`src/rtl/rf_pkg.sv`:
```
// Shared types and sizing for the register-file write-port arbiter.
package rf_pkg;

  localparam int DATA_W   = 32;
  localparam int ADDR_W   = 5;
  localparam int NUM_REGS = 32;

  typedef enum logic [1:0] {
    CLEAR,
    RUN,
    FORCE
  } wb_arb_state_t;

  localparam logic [ADDR_W-1:0] REG_ZERO = '0;

endpackage

```
`src/rtl/regfile_wb_arbiter_if.sv`:
```
// Bundle of WB-stage, LLU and register-file write-port signals around the arbiter.
interface regfile_wb_arbiter_if;
  import rf_pkg::*;

  logic              pipe_we;
  logic [ADDR_W-1:0] pipe_rd;
  logic [DATA_W-1:0] pipe_wd;
  logic              llu_valid;
  logic [ADDR_W-1:0] llu_rd;
  logic [DATA_W-1:0] llu_wd;
  logic              llu_ready;
  logic              stall;
  logic              rf_we;
  logic [ADDR_W-1:0] rf_a3;
  logic [DATA_W-1:0] rf_wd;
  logic              init_done;

  modport master (
    output pipe_we, pipe_rd, pipe_wd, llu_valid, llu_rd, llu_wd,
    input  llu_ready, stall, rf_we, rf_a3, rf_wd, init_done
  );

  modport slave (
    input  pipe_we, pipe_rd, pipe_wd, llu_valid, llu_rd, llu_wd,
    output llu_ready, stall, rf_we, rf_a3, rf_wd, init_done
  );

endinterface

```
`src/rtl/wb_starve_ctr.sv`:
```
// Saturating count of cycles an LLU result has been denied the write port.
module wb_starve_ctr #(
  parameter int LIMIT = 4
) (
  input  logic clk,
  input  logic rst,
  input  logic inc_i,
  input  logic clr_i,
  output logic hit_o
);

  localparam int CNT_W = $clog2(LIMIT + 1);
  localparam logic [CNT_W-1:0] LIMIT_C = CNT_W'(LIMIT);

  logic [CNT_W-1:0] wcnt_q, wcnt_d, wcnt_inc;

  always_comb begin
    wcnt_inc = (wcnt_q == LIMIT_C) ? wcnt_q : wcnt_q + CNT_W'(1);
    wcnt_d   = wcnt_q;
    if (clr_i) begin
      wcnt_d = '0;
    end else if (inc_i) begin
      wcnt_d = wcnt_inc;
    end
    hit_o = inc_i && !clr_i && (wcnt_inc == LIMIT_C);
  end

  always_ff @(posedge clk or posedge rst) begin
    if (rst) begin
      wcnt_q <= '0;
    end else begin
      wcnt_q <= wcnt_d;
    end
  end

endmodule

```
`src/rtl/regfile_wb_arbiter.sv`:
```
// Owns the register-file write port: post-reset clear, then WB-vs-LLU arbitration
// with a starvation guard that stalls the pipeline to retire a waiting LLU result.
module regfile_wb_arbiter
  import rf_pkg::*;
#(
  parameter int STARVE_LIMIT = 4
) (
  input logic                  clk,
  input logic                  rst,
  regfile_wb_arbiter_if.slave  bus
);

  localparam logic [ADDR_W-1:0] LAST_IDX = ADDR_W'(NUM_REGS - 1);

  wb_arb_state_t     state_q, state_d;
  logic [ADDR_W-1:0] idx_q, idx_d;

  logic              pipe_req;
  logic              cnt_inc, cnt_clr, starve_hit;
  logic              we, ready, stall, init_done;
  logic [ADDR_W-1:0] a3;
  logic [DATA_W-1:0] wd;

  assign pipe_req = bus.pipe_we && (bus.pipe_rd != REG_ZERO);

  wb_starve_ctr #(.LIMIT(STARVE_LIMIT)) u_starve (
    .clk   (clk),
    .rst   (rst),
    .inc_i (cnt_inc),
    .clr_i (cnt_clr),
    .hit_o (starve_hit)
  );

  // Write-port outputs are combinational so the register file can capture them at the negedge.
  always_comb begin
    state_d   = state_q;
    idx_d     = idx_q;
    we        = 1'b0;
    a3        = REG_ZERO;
    wd        = '0;
    ready     = 1'b0;
    stall     = 1'b0;
    init_done = 1'b1;
    cnt_inc   = 1'b0;
    cnt_clr   = 1'b0;

    case (state_q)
      CLEAR: begin
        we        = 1'b1;
        a3        = idx_q;
        stall     = 1'b1;
        init_done = 1'b0;
        cnt_clr   = 1'b1;
        if (idx_q == LAST_IDX) begin
          state_d = RUN;
        end else begin
          idx_d = idx_q + ADDR_W'(1);
        end
      end
      RUN: begin
        if (pipe_req) begin
          we = 1'b1;
          a3 = bus.pipe_rd;
          wd = bus.pipe_wd;
        end else if (bus.llu_valid) begin
          ready = 1'b1;
          we    = (bus.llu_rd != REG_ZERO);
          a3    = bus.llu_rd;
          wd    = bus.llu_wd;
        end
        cnt_inc = bus.llu_valid && pipe_req;
        cnt_clr = !bus.llu_valid || ready;
        if (starve_hit) begin
          state_d = FORCE;
        end
      end
      FORCE: begin
        stall   = 1'b1;
        cnt_clr = 1'b1;
        if (bus.llu_valid) begin
          ready = 1'b1;
          we    = (bus.llu_rd != REG_ZERO);
          a3    = bus.llu_rd;
          wd    = bus.llu_wd;
        end
        // Either the handshake completed or the LLU flushed; both resume normal arbitration.
        state_d = RUN;
      end
      default: begin
        state_d = CLEAR;
      end
    endcase

    if (rst) begin
      we        = 1'b0;
      a3        = REG_ZERO;
      wd        = '0;
      ready     = 1'b0;
      stall     = 1'b1;
      init_done = 1'b0;
    end
  end

  always_ff @(posedge clk or posedge rst) begin
    if (rst) begin
      state_q <= CLEAR;
      idx_q   <= ADDR_W'(1);
    end else begin
      state_q <= state_d;
      idx_q   <= idx_d;
    end
  end

  assign bus.rf_we     = we;
  assign bus.rf_a3     = a3;
  assign bus.rf_wd     = wd;
  assign bus.llu_ready = ready;
  assign bus.stall     = stall;
  assign bus.init_done = init_done;

endmodule

```
`src/flat_wrapper.sv`:
```
// flat-port wrapper written by rule: the top's interface ports become plain ports
module regfile_wb_arbiter_flat import rf_pkg::*;
#(
  parameter int STARVE_LIMIT = 4
)
  (clk, rst, bus_pipe_we, bus_pipe_rd, bus_pipe_wd, bus_llu_valid, bus_llu_rd, bus_llu_wd, bus_llu_ready, bus_stall, bus_rf_we, bus_rf_a3, bus_rf_wd, bus_init_done);
  regfile_wb_arbiter_if bus_i ();
  input logic clk;
  input logic rst;
  input wire logic [$bits(bus_i.pipe_we)-1:0] bus_pipe_we;
  input wire logic [$bits(bus_i.pipe_rd)-1:0] bus_pipe_rd;
  input wire logic [$bits(bus_i.pipe_wd)-1:0] bus_pipe_wd;
  input wire logic [$bits(bus_i.llu_valid)-1:0] bus_llu_valid;
  input wire logic [$bits(bus_i.llu_rd)-1:0] bus_llu_rd;
  input wire logic [$bits(bus_i.llu_wd)-1:0] bus_llu_wd;
  output wire logic [$bits(bus_i.llu_ready)-1:0] bus_llu_ready;
  output wire logic [$bits(bus_i.stall)-1:0] bus_stall;
  output wire logic [$bits(bus_i.rf_we)-1:0] bus_rf_we;
  output wire logic [$bits(bus_i.rf_a3)-1:0] bus_rf_a3;
  output wire logic [$bits(bus_i.rf_wd)-1:0] bus_rf_wd;
  output wire logic [$bits(bus_i.init_done)-1:0] bus_init_done;
  assign bus_i.pipe_we = bus_pipe_we;
  assign bus_i.pipe_rd = bus_pipe_rd;
  assign bus_i.pipe_wd = bus_pipe_wd;
  assign bus_i.llu_valid = bus_llu_valid;
  assign bus_i.llu_rd = bus_llu_rd;
  assign bus_i.llu_wd = bus_llu_wd;
  assign bus_llu_ready = bus_i.llu_ready;
  assign bus_stall = bus_i.stall;
  assign bus_rf_we = bus_i.rf_we;
  assign bus_rf_a3 = bus_i.rf_a3;
  assign bus_rf_wd = bus_i.rf_wd;
  assign bus_init_done = bus_i.init_done;
  regfile_wb_arbiter #(.STARVE_LIMIT(STARVE_LIMIT)) u_core (.clk(clk), .rst(rst), .bus(bus_i));
endmodule
```
`config.mk`:
```
export PLATFORM = sky130hd
export DESIGN_NAME = regfile_wb_arbiter_flat
export DESIGN_NICKNAME = d
export VERILOG_FILES = /design/src/rtl/rf_pkg.sv /design/src/rtl/regfile_wb_arbiter_if.sv /design/src/rtl/wb_starve_ctr.sv /design/src/rtl/regfile_wb_arbiter.sv /design/src/flat_wrapper.sv
export SDC_FILE = /design/constraint.sdc
export NUM_CORES = 1
export LEC_CHECK = 0
export ABC_AREA = 1
export BUFFER_PORTS_ARGS = -buffer_cell sky130_fd_sc_hd__buf_2
export CORE_MARGIN = 2
export CORE_UTILIZATION = 37
export DETAILED_ROUTE_END_ITERATION = 10
export PLACE_DENSITY = 0.91
export SLEW_MARGIN = 20
export SYNTH_ARGS = -nofsm -noshare
export SYNTH_HDL_FRONTEND = slang
export SYNTH_SLANG_ARGS = --single-unit
```
`constraint.sdc`:
```
create_clock -name clk -period 2.1 [get_ports clk]
set_input_delay 0.315 -clock clk [delete_from_list [all_inputs] [get_ports clk]]
set_output_delay 0.315 -clock clk [all_outputs]
set_load 0.05 [all_outputs]
```
==> summary.md <==
| Metric | Value |
|---|---|
| Status | `finished with violations` |
| Failing checks | `negative setup slack` |
| Sequential share of the synthesized area | `19.8%` |
| Leakage | `1.52 nW` |
| Area grow syn2layout | `108%` |
| Nets | `between 400 and 500` |
| Max-slew headroom | `73.3%` |
| # diodes | `0` |
| WL per Instance | `15.7 um` |
| FF-to-FF End | `u_core.state_q[0]$_DFFE_PP0P_` |
| Routed Antenna Nets | `0` |
| Port Buffers | `118` |
| Data required time at the worst endpoint | `~1.8 ns` |
| Power Density | `878 mW/mm2` |
| Total grt overflow | `0` |
| DP HPWL | `approximately 3500 um` |
| CTS tree | `yes` |
| Maximum clock rate | `0.452 GHz` |
| Critical Path Source Type | `flop` |
| Critical Path End Type | `output pin` |
| Synth cell count leaders | `124 x nand2_1, 20 x inv_1, 11 x nand2_2, 11 x nor2_1, 9 x dfrtp_1` |
| Design area | `0.00265 mm2` |
| Final wirelength | `6320 um` |
| Total CTS buffers | `3` |
| Max Slew Vio Count | `0` |
| Mapped Cells | `225` |
| Syn Nets | `about 310` |
| Root Driver | `clkbuf_4` |
| Rows | `21` |
| Most frequent cell after synthesis | `nand2_1` |
| Reg2Reg Setup Slack | `0.34 ns` |
| Hold WC Path Type | `input port to async pin` |
| Avg Cell Area, Syn | `~5.7 um2` |
| Critical path arrival | `1.90 ns` |
| RSZ-0062 raised after global routing | `yes` |
| Die height | `62.6 um` |
| Die ar. | `0.00392 mm2` |
| Drt pass-1 iters | `5` |
| Leading area contributor after synthesis | `nand2_1` |
| Final Cycle Share | `105%` |
| Iter 0 DRT Violations | `129` |
| DR vias | `2039` |
| RR Startpoint | `u_core.idx_q[1]$_DFFE_PP0P_` |
| Worst-case vdd ir drop | `908 uV` |
| First-pass GRT wire length | `8910 um` |
| Critical Path Max Stage Delay | `0.40 ns` |
| Crit-path most repeated cell | `nand2_2` |
| Die X | `62.6 um` |
| Worst-Skew Late Latency | `0.28 ns` |
| Max FO, Critical Path | `5` |
| Reg clk slew, reported paths | `0.07 ns` |
| Fillers | `223` |
| Gpl congestion | `0.844` |
| Setup TNS | `-3.15 ns` |
| # IOs | `119` |
| Initial antenna violation count | `0` |
| Final Hold Fails | `0` |
| Synth Flop Type | `dfrtp_1` |
| #FFs+latches synth | `10` |
| Initial Utilization | `38.4%` |
| Min Tclk post-route | `2.21 ns` |
| Skew final | `0.00420 ns` |
| MaxCap Viol Count | `0` |
| Distinct cells, synth | `24` |
| Dpl cells | `390` |
| Worst r2r path cells | `8` |
| Final non-filler cell total | `403` |
| Async SR Flop Fraction | `100%` |
| Placed cell areas | `0.00193 mm2` |
| Final setup violation count | `37` |
| Vias/cell | `5.06` |
| Crit path kind | `flop to output pin` |
| # DRC | `0` |
| Clock buffer depth | `2` |
| Worst path slowest cell | `dfrtp_1` |
| Total track usage | `between 20% and 30%` |
| Core ar. | `~0.0033 mm2` |
| Cell Area, Synth | `approximately 0.0013 mm2` |
| Largest net degree at the start of global routing | `27` |
| Worst path cell trace | `buf_6 -> ha_4 -> o21a_1 -> nand2_1 -> inv_2 -> nand3_4 -> buf_12 -> inv_8 -> nand2_2 -> nand2_2 -> buf_8` |
| Synth Warn # | `0` |
| Layout cells sized above 1 | `58.5%` |
| Slew @ Worst Pin | `around 0.4 ns` |
| Area contributors post-synth | `nand2_1 37%, dfrtp_1 18%, ha_1 7.9%` |
| H-tree depth | `1` |
| Synth top area share | `36.6%` |
| Vias in the first global route | `2039` |
| Clock Sinks | `10` |
| EDFF count, synth | `0` |
| Final setup margin | `-0.112 ns` |
power by group:
| group | switching [mW] | internal [mW] |
|---|---|---|
| clock network | 0.0742 | 0.106 |
| registers | 0.0358 | 0.220 |
| logic | 1.19 | 0.705 |
cells in the final DEF (no fill, tap or decap), types with 7 or more instances in the layout:
| cell type | n |
|---|---|
| nand2_2 | 40 |
| buf_4 | 7 |
| buf_6 | 25 |
| nor2_1 | 11 |
| inv_1 | 17 |
| nand3_1 | 7 |
| buf_8 | 15 |
| nand2_1 | 82 |
| dfrtp_1 | 8 |
| buf_2 | 79 |
| nand2_4 | 13 |
worst max-delay path: cells and delay by family, from the launching register on:
| family | cells | cell delay [ns] |
|---|---|---|
| buffers and inverters | 5 | 0.57 |
| DFF | 1 | 0.40 |
| and+or+nand+nor | 4 | 0.27 |
| AOI/OAI and AO/OA | 1 | 0.19 |
| adders and majority gates | 1 | 0.15 |
area by class of cell:
class | count | area, um2 | share of cell area [%]
sequential | 10 | 253 | 9.54
clock buffer | 4 | 36.3 | 1.37
inverter | 22 | 92.6 | 3.50
multi-input combinational | 187 | 1110 | 42.1
timing repair buffer | 130 | 1040 | 39.3
timing repair inverter | 4 | 55.1 | 2.08
tap | 46 | 57.6 | 2.17
timing repair:
item | CTS | global route
hold buffers | 0 | 0
setup buffers | 1 | 3
pin swaps | 7 | 12
endpoints found under the setup margin | 39 | 39
resized for setup | 120 | 63
cloned | 4 | 1
hold endpoints to repair | 0 | 0
sequential cells by signal, indices dropped and copies added, names as in the netlist:
register,count
u_core.idx_q,5
u_core.state_q,2
u_core.u_starve.wcnt_q,3
cell families after synthesis:
logic type / synth area share, %
flops: 19.8
buf+inv: 11.8
compound gates: 6.69
xor+xnor: 2.75
fa+ha+maj: 7.87
simple gates: 51.1
layer usage:
layer	global-route usage [%]	part of all wire (%)
met1	27.4	33
met2	53.8	54
met3	7.75	8.0
met4	13.1	5.0
met5	0	0
worst max path at each step:
stage	to	depth (start not counted)	from
2_1_floorplan	bus_rf_a3[0]	8	u_core.state_q[1]$_DFFE_PP0P_
4_1_cts	bus_rf_wd[7]	10	u_core.state_q[0]$_DFFE_PP0P_
3_3_place_gp	bus_rf_wd[9]	10	u_core.state_q[0]$_DFFE_PP0P_
6_report	bus_rf_wd[18]	11	u_core.state_q[1]$_DFFE_PP0P_
5_1_grt	bus_rf_wd[10]	11	u_core.state_q[0]$_DFFE_PP0P_
3_5_place_dp	bus_rf_wd[8]	9	u_core.state_q[0]$_DFFE_PP0P_
metrics by stage:
stage                     power [mW]  hold WS (ns)  setup WS [ns]  util (%)
after global routing            2.45         0.162         -0.190      80.0
final                           2.33         0.134         -0.112      80.0
after global placement          1.56         0.394         0.0341      58.4
after detailed placement        1.59         0.402        0.00182      58.4
after floorplan                 1.25         0.194         0.0158         -
after CTS                       2.07         0.133         -0.108      71.6
(Power assumes the default switching activity.)
